`src/rtl/pipe_stage_reg.sv`:
```
// pipe_stage_reg: generic inter-stage pipeline register (IF/ID, ID/EX, EX/MEM,
// MEM/WB) carrying a control bundle and a data bundle under valid/ready.
// A two-entry skid buffer (main + skid) lets in_ready be a flop, so a
// downstream stall never forms a combinational path back upstream.
//
// Ports:
//   clk        clock, rising edge
//   rst        synchronous active-low reset
//   flush      drop all held beats and any beat offered this cycle
//   in_valid   upstream beat present
//   in_ready   registered; stage accepts a beat this cycle
//   in_ctrl    upstream control bundle   [CTRL_W]
//   in_data    upstream data bundle      [DATA_W]
//   out_valid  head beat present
//   out_ready  downstream takes the head this cycle (0 = stall)
//   out_ctrl   head control, forced to 0 when out_valid==0
//   out_data   head data
//   occupancy  beats held: 0, 1 or 2
module pipe_stage_reg #(
  parameter int CTRL_W     = 8,
  parameter int DATA_W     = 128,
  parameter bit CLEAR_DATA = 1'b0
) (
  input  logic              clk,
  input  logic              rst,
  input  logic              flush,
  input  logic              in_valid,
  output logic              in_ready,
  input  logic [CTRL_W-1:0] in_ctrl,
  input  logic [DATA_W-1:0] in_data,
  output logic              out_valid,
  input  logic              out_ready,
  output logic [CTRL_W-1:0] out_ctrl,
  output logic [DATA_W-1:0] out_data,
  output logic [1:0]        occupancy
);

  // Encoding doubles as the occupancy count.
  typedef enum logic [1:0] {
    EMPTY = 2'd0,
    ONE   = 2'd1,
    TWO   = 2'd2
  } state_t;

  state_t              state_p1;
  logic                in_ready_p1;
  logic [CTRL_W-1:0]   main_ctrl_p1;
  logic [DATA_W-1:0]   main_data_p1;
  logic [CTRL_W-1:0]   skid_ctrl_p1;
  logic [DATA_W-1:0]   skid_data_p1;
  logic                vld_p1;
  logic                xfer_in;
  logic                xfer_out;

  assign vld_p1   = (state_p1 != EMPTY);
  assign xfer_in  = in_valid & in_ready_p1;
  assign xfer_out = vld_p1 & out_ready;

  // Stage boundary: upstream beat -> main/skid storage.
  always_ff @(posedge clk) begin
    if (!rst) begin
      state_p1     <= EMPTY;
      in_ready_p1  <= 1'b1;
      main_ctrl_p1 <= '0;
      skid_ctrl_p1 <= '0;
      main_data_p1 <= '0;
      skid_data_p1 <= '0;
    end else if (flush) begin
      state_p1     <= EMPTY;
      in_ready_p1  <= 1'b1;
      main_ctrl_p1 <= '0;
      skid_ctrl_p1 <= '0;
      if (CLEAR_DATA) begin
        main_data_p1 <= '0;
        skid_data_p1 <= '0;
      end
    end else begin
      case (state_p1)
        EMPTY: begin
          if (xfer_in) begin
            main_ctrl_p1 <= in_ctrl;
            main_data_p1 <= in_data;
            state_p1     <= ONE;
          end
        end
        ONE: begin
          case ({xfer_in, xfer_out})
            2'b11: begin
              main_ctrl_p1 <= in_ctrl;
              main_data_p1 <= in_data;
            end
            2'b10: begin
              // Head stalled: park the new beat and close the input.
              skid_ctrl_p1 <= in_ctrl;
              skid_data_p1 <= in_data;
              state_p1     <= TWO;
              in_ready_p1  <= 1'b0;
            end
            2'b01: state_p1 <= EMPTY;
            default: ;
          endcase
        end
        TWO: begin
          if (xfer_out) begin
            main_ctrl_p1 <= skid_ctrl_p1;
            main_data_p1 <= skid_data_p1;
            state_p1     <= ONE;
            in_ready_p1  <= 1'b1;
          end
        end
        default: begin
          state_p1    <= EMPTY;
          in_ready_p1 <= 1'b1;
        end
      endcase
    end
  end

  // Stage boundary: main register -> downstream.
  assign in_ready  = in_ready_p1;
  assign out_valid = vld_p1;
  assign out_ctrl  = vld_p1 ? main_ctrl_p1 : '0;
  assign out_data  = main_data_p1;
  assign occupancy = state_p1;

endmodule

```
`config.mk`:
```
export PLATFORM = sky130hd
export DESIGN_NAME = pipe_stage_reg
export DESIGN_NICKNAME = d
export VERILOG_FILES = /design/src/rtl/pipe_stage_reg.sv
export SDC_FILE = /design/constraint.sdc
export NUM_CORES = 1
export LEC_CHECK = 0
export CAP_MARGIN = 25
export CORE_MARGIN = 2
export CORE_UTILIZATION = 63
export DETAILED_ROUTE_END_ITERATION = 8
export DONT_BUFFER_PORTS = 1
export GPL_TIMING_DRIVEN = 0
export PLACE_DENSITY = 0.85
export SYNTH_ARGS = -nofsm -noshare
export SYNTH_HDL_FRONTEND = slang
export SYNTH_SLANG_ARGS = --single-unit
```
`constraint.sdc`:
```
create_clock -name clk -period 1.9 [get_ports clk]
set_input_delay 0.38 -clock clk [delete_from_list [all_inputs] [get_ports clk]]
set_output_delay 0.38 -clock clk [all_outputs]
set_load 0.03 [all_outputs]
```
==> run metrics <==
clk_lat worst skew 0.52 ns; Synth area leaders dfxtp_1 49%, o211a_1 11%, o21ai_0 11%, nor2_1 9.2%, nand3_1 5.7%; leakage 6.50 nW; Core Rows 48; worst r2r src occupancy[1]$_SDFFE_PP0P_; WHS Path Cells 2; Avg Cell Area, Syn 8.20 um2; slew margin rel. 44.5%; Area Growth Syn to Fin 18.8%; area of the core 17400 um2; DRC viols 0; vias 11000; Synth Instances 1375; post-synth top area cell dfxtp_1; GR met2 Demand/Resource 59.4%; largest net degree at the start of global routing 14; Iteration-0 DRC Markers 1197; DP Area 11600 um2; met3 GRT Util 11.5%; CP arrival 2.27 ns; Worst Hold Endpoint skid_data_p1[90]$_SDFFE_PN0P_; top cells by count, synth 275 x dfxtp_1, 275 x nor2_1, 241 x o21ai_0; post-synthesis async set-or-reset flop share 0%; antenna violations before repair 0; utilization after layout 77.0%; Worst Path Max Fanout 10; Hold Crit Start in_data[90]; critical path required time 2.31 ns; final hold viol count 0; GPL Wtd Cong 0.887; area of the die 19000 um2; Yosys warning count 0; GR Util met1 41.0%; Clock Sinks 275; Distinct cells, synth 28; layout cells sized above 1 9.30%; Initial Utilization 64.8%; first-pass GRT wire length 54.2 mm; crit start category register; I/O pin count 281; CTS tree done; Clock transition at path regs 0.06 ns; FMAX 0.536 GHz; critical path class register to register; Initial DRT Pass Iterations 6; path depth of the worst reg2reg path 6; most used routing layer met2; Pins Over Slew Limit 0; top cell type's share of synthesized area 48.8%; syn_nets 1516; RSZ-0062 raised after global routing yes; final net count 1627; final WL 35.6 mm; post-route minimum period 1.87 ns; Netlist Area Pre-Place 11300 um2; Worst Skew 0.00871 ns; chip height 138 um; DIE WIDTH 138 um; dominant synthesized flop cell dfxtp_1; # setup viols final 0; Num CTS Buffers 27; Synth Register Bits 275; clock root cell clkbuf_16; Antenna Cells 0; fin crit share 98.2%; clk buf depth 3; final hold slack 0.00978 ns; global-route usage over all layers 35.7%; post-DP HPWL 21.9 mm; R2R setup slack 0.03 ns; CTS H-tree depth 1; # Max-Cap Violations 0; via/cell ratio 6.37; PortBufs 0; Hold Crit Class primary input to register; Final ANT Viol Nets 0; Layout fillers 1182; DR WL/cell 20.6 um; r2r endpoint out_data[124]$_SDFFE_PN0P_; gr ovfl total 0; CP endpoint kind register; cell area after layout 13400 um2; Power Density 943 nW/um2; post-synthesis sequential area ratio 48.8%; vias in the first global route 10700; status complete, no violations; worst slew pin tran 0.832 ns; number of enable flip-flop cells after synthesis 0; VDD IR max 0.816 mV
## critical path, stage by stage, from the launching register on
cell	delay (ns)
dfxtp_4	0.41
nand3b_4	0.23
o31ai_4	0.33
buf_6	0.23
buf_2	0.20
o21ai_0	0.18
o211a_1	0.17
## final cells by class
type	count	area [um2]	area share (%)
buffer	131	721	5.38
clock buffer	46	837	6.25
clock inverter	3	15.0	0.112
inverter	3	11.3	0.0840
multi-input combinational	965	5190	38.7
sequential	275	5520	41.2
tap	225	282	2.10
timing repair buffer	83	833	6.22
## placed cells by master, fill, tap and decap left out, types with 2 or more instances in the layout
cell type,netlist,final
inv_1,3,3
o21ai_0,241,228
clkbuf_8,0,9
clkinv_2,0,3
buf_2,52,30
clkbuf_16,0,27
nand2_1,129,129
o211a_1,128,128
dfxtp_1,275,272
dlygate4sd3_1,0,79
clkbuf_4,0,15
nand2b_1,4,4
clkbuf_2,0,17
buf_4,3,8
a211oi_1,8,8
o21ai_1,15,27
buf_12,0,2
nand3_1,128,128
buf_6,6,9
nor2b_2,0,9
clkbuf_1,61,53
mux2i_1,16,16
nor2_1,275,274
buf_1,10,10
dfxtp_4,0,3
## kinds of logic (layout without fill, tap and decap cells)
| kind of cell | count (synthesis) | after routing | synth area share, % |
|---|---|---|---|
| XOR/XNOR | 1 | 1 | 0.0777 |
| buffers and inverters | 135 | 266 | 5.57 |
| flip-flops | 275 | 275 | 48.8 |
| AND/OR/NAND/NOR | 550 | 550 | 20.4 |
| multiplexers | 16 | 16 | 1.42 |
| AO/OA/AOI/OAI | 398 | 398 | 23.7 |
## worst max-delay path by stage
stage,depth (start not counted),start,end,slack (ns)
2_1_floorplan,8,occupancy[1]$_SDFFE_PP0P_,skid_data_p1[109]$_SDFFE_PN0P_,0.20
3_3_place_gp,7,occupancy[0]$_SDFFE_PP0P_,out_data[77]$_SDFFE_PN0P_,-0.29
3_5_place_dp,9,occupancy[0]$_SDFFE_PP0P_,skid_data_p1[85]$_SDFFE_PN0P_,-0.36
4_1_cts,8,occupancy[1]$_SDFFE_PP0P_,skid_data_p1[85]$_SDFFE_PN0P_,0.0002
5_1_grt,6,occupancy[1]$_SDFFE_PP0P_,out_data[22]$_SDFFE_PN0P_,-0.008
6_report,6,occupancy[1]$_SDFFE_PP0P_,out_data[124]$_SDFFE_PN0P_,0.03
## what timing repair did
item | in CTS | in global routing
hold buffers | 77 | 2
endpoints found under the setup margin | 273 | 132
buffers inserted | 3 | 1
resized for setup | 28 | 69
endpoints found under the hold margin | 77 | 2
pin swaps | 1 | 1
## power by group
part | internal (mW) | switching, mW
sequential | 5.99 | 0.566
combinational | 0.418 | 0.523
clock | 2.97 | 2.16
total | 9.38 | 3.25
## registers in the layout (all words and copies together), names as in the netlist
| name | count |
|---|---|
| in_ready | 1 |
| occupancy | 2 |
| out_data | 128 |
| main_ctrl_p1 | 8 |
| skid_data_p1 | 128 |
| skid_ctrl_p1 | 8 |
## per-stage QoR
stage	power [mW]	setup WS, ns	cells	setup TNS [ns]
2_1_floorplan	7.17	0.197	1375	0
3_3_place_gp	7.37	-0.288	1600	-48.77
3_5_place_dp	7.40	-0.364	1600	-60.68
4_1_cts	12.6	0.000177	1729	0
5_1_grt	13.0	-0.00845	1731	-0.0118
6_report	12.6	0.0348	1731	0
## routing by layer
metal	part of all wire, %	vias up
li1	-	4966
met4	5.4	0
met5	0	-
met3	12	176
met2	47	754
met1	36	5124
Note: power is estimated with default switching activity, not from simulation.
